### config.mk
export PLATFORM = sky130hd
export DESIGN_NAME = serial_accumulator
export DESIGN_NICKNAME = d
export VERILOG_FILES = /design/src/rtl/serial_accumulator.sv
export SDC_FILE = /design/constraint.sdc
export NUM_CORES = 1
export LEC_CHECK = 0
export CAP_MARGIN = 5
export CELL_PAD_IN_SITES_DETAIL_PLACEMENT = 1
export CELL_PAD_IN_SITES_GLOBAL_PLACEMENT = 2
export CORE_UTILIZATION = 32
export DETAILED_ROUTE_END_ITERATION = 10
export PLACE_DENSITY = 0.71
export SETUP_SLACK_MARGIN = 0.1
export SLEW_MARGIN = 20
export SYNTH_ARGS = -nofsm -noshare
export SYNTH_HDL_FRONTEND = slang
export SYNTH_SLANG_ARGS = --single-unit
### constraint.sdc
create_clock -name clk -period 1.5 [get_ports clk]
set_clock_uncertainty 0.1 [all_clocks]
set_input_delay 0.225 -clock clk [delete_from_list [all_inputs] [get_ports clk]]
set_output_delay 0.225 -clock clk [all_outputs]
set_load 0.02 [all_outputs]
### src/rtl/serial_accumulator.sv
// Bit-serial accumulator: one full-adder slice and a carry flop process the
// operand LSB first, one bit per clock, then the result is committed to acc.
module serial_accumulator #(
  parameter int unsigned WIDTH = 8
) (
  input  logic             clk,
  input  logic             rst_n,
  input  logic             start,
  input  logic             sub,
  input  logic [WIDTH-1:0] operand,
  input  logic             clear,
  output logic [WIDTH-1:0] acc,
  output logic             busy,
  output logic             done,
  output logic             ovf,
  output logic             cout
);

  localparam int unsigned CntW = $clog2(WIDTH);
  localparam logic [CntW-1:0] LastBit = CntW'(WIDTH - 1);

  typedef enum logic [1:0] {StIdle, StShift, StDone} state_e;

  state_e           r_state;
  state_e           w_state_next;
  logic [WIDTH-1:0] r_a;
  logic [WIDTH-1:0] r_b;
  logic             r_carry;
  logic [CntW-1:0]  r_cnt;
  logic [WIDTH-1:0] r_acc;
  logic             r_ovf;
  logic             r_cout;

  logic             w_sum;
  logic             w_carry;
  logic             w_last;
  logic [WIDTH-1:0] w_a_next;

  // Single full-adder slice on the current LSBs plus the registered carry.
  always_comb begin
    w_sum    = r_a[0] ^ r_b[0] ^ r_carry;
    w_carry  = (r_a[0] & r_b[0]) | (r_a[0] & r_carry) | (r_b[0] & r_carry);
    w_last   = (r_cnt == LastBit);
    w_a_next = {w_sum, r_a[WIDTH-1:1]};
  end

  // Next-state decode and status outputs; busy/done derive from state only.
  always_comb begin
    w_state_next = r_state;
    busy         = 1'b0;
    done         = 1'b0;
    unique case (r_state)
      StIdle: begin
        if (!clear && start) w_state_next = StShift;
      end
      StShift: begin
        busy = 1'b1;
        if (w_last) w_state_next = StDone;
      end
      StDone: begin
        busy         = 1'b1;
        done         = 1'b1;
        w_state_next = StIdle;
      end
      default: w_state_next = StIdle;
    endcase
  end

  // State register.
  always_ff @(posedge clk or negedge rst_n) begin
    if (!rst_n) r_state <= StIdle;
    else        r_state <= w_state_next;
  end

  // Datapath: load on start, shift in SHIFT, commit results on the MSB slice.
  always_ff @(posedge clk or negedge rst_n) begin
    if (!rst_n) begin
      r_a     <= '0;
      r_b     <= '0;
      r_carry <= 1'b0;
      r_cnt   <= '0;
      r_acc   <= '0;
      r_ovf   <= 1'b0;
      r_cout  <= 1'b0;
    end else begin
      unique case (r_state)
        StIdle: begin
          if (clear) begin
            r_acc  <= '0;
            r_ovf  <= 1'b0;
            r_cout <= 1'b0;
          end else if (start) begin
            r_a     <= r_acc;
            // Subtract as acc + ~operand + 1: the +1 enters as the initial carry.
            r_b     <= sub ? ~operand : operand;
            r_carry <= sub;
            r_cnt   <= '0;
          end
        end
        StShift: begin
          r_a     <= w_a_next;
          r_b     <= {1'b0, r_b[WIDTH-1:1]};
          r_carry <= w_carry;
          r_cnt   <= r_cnt + CntW'(1);
          // Commit on the MSB slice so acc/ovf/cout are valid in the cycle done
          // is high. r_carry here is the carry into the MSB.
          if (w_last) begin
            r_acc  <= w_a_next;
            r_cout <= w_carry;
            r_ovf  <= r_carry ^ w_carry;
          end
        end
        default: ;
      endcase
    end
  end

  assign acc  = r_acc;
  assign ovf  = r_ovf;
  assign cout = r_cout;

endmodule

# Word level (Yosys, flattened, before mapping)
# Cells that the tools add are included.
op_classes:
  bitwise: 9
  n_eq_ne: 8
  reduce_logical: 8
  muxes: 26
  add_sub_neg: 1
ops:
  columns: ["cell", "count"]
  rows:
  - ["8-bit 2-to-1 mux", 7]
  - ["8-bit case mux with 2 select lines", 3]
  - ["2-bit != test, second input constant", 5]
  - ["8-bit inverter", 1]
  - ["1-bit 2-to-1 mux", 7]
  - ["3-bit 2-to-1 mux", 2]
  - ["1-bit case mux with 2 select lines", 3]
  - ["3-bit case mux with 2 select lines", 1]
  - ["3-bit AND reduction", 2]
  - ["2-bit 2-to-1 mux", 2]
  - ["2-bit case mux with 2 select lines", 1]
  - ["3-bit by 1-bit adder with 3-bit output, second input constant", 1]
  - ["1-bit bitwise AND", 3]
  - ["3-bit == test, second input constant", 1]
  - ["1-bit bitwise XOR", 3]
  - ["2-bit by 1-bit == test with 1-bit output, second input constant", 1]
  - ["2-bit == test, second input constant", 1]
  - ["2-bit zero test", 1]
  - ["1-bit bitwise OR", 2]
  - ["2-bit AND reduction", 1]
  - ["2-bit nonzero test", 1]
  - ["2-bit OR reduction", 1]
  - ["1-bit logical AND", 1]
  - ["1-bit zero test", 1]
totals:
  register_bits: 32
  word_cells: 60
  out_inout_bits: 12
  input_bits: 13

# Longest topological paths before layout
logic_depth:
  depth_word: 6
  mapped_depth: 7
  mapped_depth_nobuf: 5

# Least setup slack after synthesis
# Ideal clock, no wire load.
synth_path:
  kind: "flip-flop to flip-flop"
  from: "reg r_state[1]"
  to: "reg r_acc[0], in the netlist acc[0]"
  setup_time_ns: 0.125
  slack_ns: -0.173
  required_ns: 1.275
  stages_incl_launch_ff: 7
  n_path_buf: 1
  arrival_ns: 1.448
  period_less_slack_ns: 1.673
  cell_sequence: "dfrtp_1 -> inv_1 -> ha_1 -> and2b_1 -> nor3_2 -> buf_6 -> mux2_4"
synth_via:
  elab_chain_len: 3
synth_rtl:
  columns: ["item", "line_no", "text"]
  rows:
  - ["from (decl)", "24", "state_e r_state;"]
  - ["from (signal assigned)", "71", "if (!rst_n) r_state <= StIdle;"]
  - ["from (signal assigned)", "72", "else r_state <= w_state_next;"]
  - ["2-bit by 1-bit == test with 1-bit output or 2-bit zero test (tied branches)", "86", "unique case (r_state)"]
  - ["2-bit != test (no line) or 2-bit nonzero test (tied branches)", null, null]
  - ["3-bit AND reduction (no line)", null, null]
  - ["to (signal assigned)", "108", "r_acc <= w_a_next;"]
  - ["to (decl)", "30", "logic [WIDTH-1:0] r_acc;"]
# Several ways; a longest one is shown, not always the timed one.
# A chain may end at the register's enable or synchronous reset.

# Worst setup path after layout
layout_path:
  from: "reg r_cnt[1]"
  to: "reg r_acc[6], in the netlist acc[6]"
layout_via:
  elab_chain_len: 3
layout_rtl:
  columns: ["item", "line_no", "text"]
  rows:
  - ["from (decl)", "29", "logic [CntW-1:0] r_cnt;"]
  - ["from (signal assigned)", "104", "r_cnt <= r_cnt + CntW'(1);"]
  - ["3-bit == test", "43", "w_last = (r_cnt == LastBit);"]
  - ["2-bit != test (no line)", null, null]
  - ["3-bit AND reduction (no line)", null, null]
# Every way passes these cells.

==> flow_metrics.tcl <==
set metrics [dict create \
    critPathBufInv 2 \
    fp-row-count 26 \
    cp_slowest_cell "dfrtp_1" \
    setup_viol 29 \
    final_cells 272 \
    numCtsBuffers 5 \
    status "finished with violations" \
    grt_max_degree 33 \
    grt_pass1_vias 1336 \
    cp_common_cell "buf_6" \
    start_util_pct 33.30 \
    fin_area_mm2 0.002510 \
    dieArea_mm2 0.005645 \
    setup_slack_ns -0.2295 \
    seq_area_frac_synth_pct 46.78 \
    antenna_found_initial 0 \
    required_ns 1.60 \
    first_iter_violations 21 \
    ys_ff_latch 32 \
    r2r_setup_slack_ns -0.23 \
    fmax_mhz 578.2 \
    leakagePower_nw 1.218 \
    cp.depth 7 \
    ys_types 28 \
    period_minus_slack_ns 1.730 \
    dp_hpwl_mm 2.434 \
    tritoncts "done" \
    drive_above_1_share_pct 39.60 \
    vdd.ir_drop.worst_mv 0.7363 \
    ctsHtreeMaxLevel 2 \
    crit_family "flip-flops" \
    worstPathArrival_ns 1.83 \
    grt_use_total_pct 14.50 \
    reg2reg_depth 7 \
    hold_path_class "primary input to asynchronous set/reset pin" \
    p_total_mw 4.838 \
    syn_area_per_cell_um2 12.05 \
    slowest_delay_ns 0.37 \
    nets 221 \
    globalRoute.totalOverflow 0 \
    path_cells "ha_2 > ha_4 > and2b_1 > nor3_4 > buf_6 > buf_6 > mux2i_2" \
    viasPerCell 4.507 \
    ys_warn_count 0 \
    clk-insertion-delay-late_ns 0.28 \
    layout_commonest_cell "dfrtp_1" \
    syn-num-nets 161 \
    root_buffer "clkbuf_8" \
    violations "negative setup slack" \
    syn-cell-area_mm2 0.001712 \
    final_cell_mix "32 x dfrtp_1, 25 x buf_4, 19 x mux2_4" \
    path_class "flip-flop to flip-flop" \
    port_buffers 24 \
    cp_max_fo 5 \
    die_y_um 75.14 \
    wl_mm 3.595 \
    syn_inst 142 \
    finalMaxSlewViolations 0 \
    hold_violations 0 \
    cp-start-kind "flip-flop" \
    reg2reg_to "acc[6]" \
    tightest_slew_ns 0.2126 \
    rsz0062_at_grt "yes" \
    crit_start "r_cnt[1]" \
    postRouteAntennaNets 0 \
    seqCellArea_um2 800.8 \
    clkTransAtPathRegs_ns 0.07 \
    period_share_pct 115.3 \
    drv_cap 0 \
    grt_pass1_wl_mm 5.961 \
    area_delta_synth_final_pct 46.64 \
    crit_path_end_kind "flip-flop" \
    drt-pass1-iter-count 2 \
    gp_congestion 0.6777 \
    ios 25 \
    powerDensity_mw_per_mm2 1928 \
    multi_input_area_um2 909.6 \
    clockBufferDepth 2 \
    dp_cells 253 \
    cts_sinks 32 \
    num_vias 1226 \
    dpl-instance-area_mm2 0.002210 \
    n_fill_cell 574 \
    route.detailed.drc 0 \
    crit_path_end "acc[6]" \
    r2r_start "r_cnt[1]" \
    routedWlPerCell_um 13.22 \
    ctsHoldBuffers 0 \
    pre_cts_ws_ns -0.2802 \
    coreArea_mm2 0.005140 \
    die_w_um 75.14 \
    fin_util_pct 48.83 \
    slew_headroom_pct 85.81 \
    diodes 0 \
]
[flip-flops by register name, indices dropped and copies added (netlist names)]
signal / flops
acc: 8
cout: 1
ovf: 1
r_a: 8
r_b: 8
r_carry: 1
r_cnt: 3
r_state: 2
[power by group]
part	switching, mW	total, mW	internal (mW)
registers	0.192	1.38	1.19
logic	1.15	2.84	1.68
clock network	0.304	0.619	0.315
[per-stage QoR]
step / hold slack, ns / setup TNS [ns]
2_1_floorplan: -0.1706 / -1.368
3_3_place_gp: 0.3917 / -5.520
3_5_place_dp: 0.3921 / -6.394
4_1_cts: 0.2012 / -4.919
5_1_grt: 0.2216 / -7.080
6_report: 0.2036 / -4.671
[layer usage]
metal	routed length (um)	part of all wire, %	vias up	global-route usage, %
li1	-	-	589	-
met1	1583	44	615	17.04
met2	1840	51	18	24.32
met3	118	3.3	4	4.418
met4	53	1.5	0	6.790
met5	0	0	-	0
[how the worst min path moves through the flow]
stage | start | to | slack, ns | depth (start not counted)
4_1_cts | rst_n | acc[7] | 0.20 | 2
2_1_floorplan | rst_n | acc[0] | -0.17 | 0
3_5_place_dp | r_a[2] | r_a[2] | 0.39 | 1
5_1_grt | rst_n | acc[7] | 0.22 | 2
3_3_place_gp | r_a[1] | r_a[1] | 0.39 | 1
6_report | rst_n | acc[7] | 0.20 | 2
[layout make-up]
| cell class | instances | share of cell area (%) |
|---|---|---|
| multi-input combinational | 91 | 36.24 |
| sequential | 32 | 31.90 |
| timing repair buffer | 60 | 23.33 |
| tap | 70 | 3.490 |
| clock buffer | 6 | 2.891 |
| inverter | 12 | 1.944 |
| clock inverter | 1 | 0.1994 |
[cells by family (layout without fill, tap and decap cells)]
| logic type | Yosys count | after routing | share of synthesized area (%) |
|---|---|---|---|
| DFF | 32 | 32 | 46.78 |
| muxes | 28 | 28 | 22.00 |
| AOI/OAI and AO/OA | 24 | 24 | 8.480 |
| and+or+nand+nor | 24 | 24 | 7.457 |
| buffers and inverters | 19 | 79 | 5.848 |
| xor gates and xnor gates | 9 | 9 | 4.606 |
| adders and majority gates | 6 | 6 | 4.825 |
[what timing repair did]
action | CTS | global route
setup buffers | 6 | 4
endpoints found under the hold margin | 0 | 0
pin swaps | 2 | 3
setup endpoints to repair | 44 | 34
gates cloned | 0 | 2
gates resized for setup | 31 | 16
[synthesized netlist by cell type]
| cell type | number | share of area, % |
|---|---|---|
| a21boi_0 | 1 | 0.44 |
| a21o_1 | 3 | 1.3 |
| a21oi_1 | 3 | 0.88 |
| a22o_1 | 2 | 1.0 |
| and2_1 | 3 | 1.1 |
| and2b_1 | 1 | 0.44 |
| buf_2 | 2 | 0.58 |
| buf_4 | 1 | 0.44 |
| buf_6 | 3 | 2.0 |
| clkbuf_1 | 1 | 0.22 |
| dfrtp_1 | 32 | 47 |
| fa_1 | 1 | 1.2 |
| ha_1 | 5 | 3.7 |
| inv_1 | 12 | 2.6 |
| mux2_2 | 1 | 0.66 |
| mux2_4 | 19 | 17 |
| mux2i_1 | 8 | 4.7 |
| nand2_1 | 13 | 2.9 |
| nand2b_1 | 1 | 0.37 |
| nand2b_4 | 1 | 0.80 |
| nor2_1 | 1 | 0.22 |
| nor2_2 | 1 | 0.37 |
| nor2b_1 | 2 | 0.73 |
| nor3_2 | 1 | 0.58 |
| o21a_1 | 1 | 0.44 |
| o21ai_0 | 13 | 3.8 |
| o2bb2a_1 | 1 | 0.58 |
| xnor2_1 | 9 | 4.6 |
Note: power is estimated with default switching activity, not from simulation.
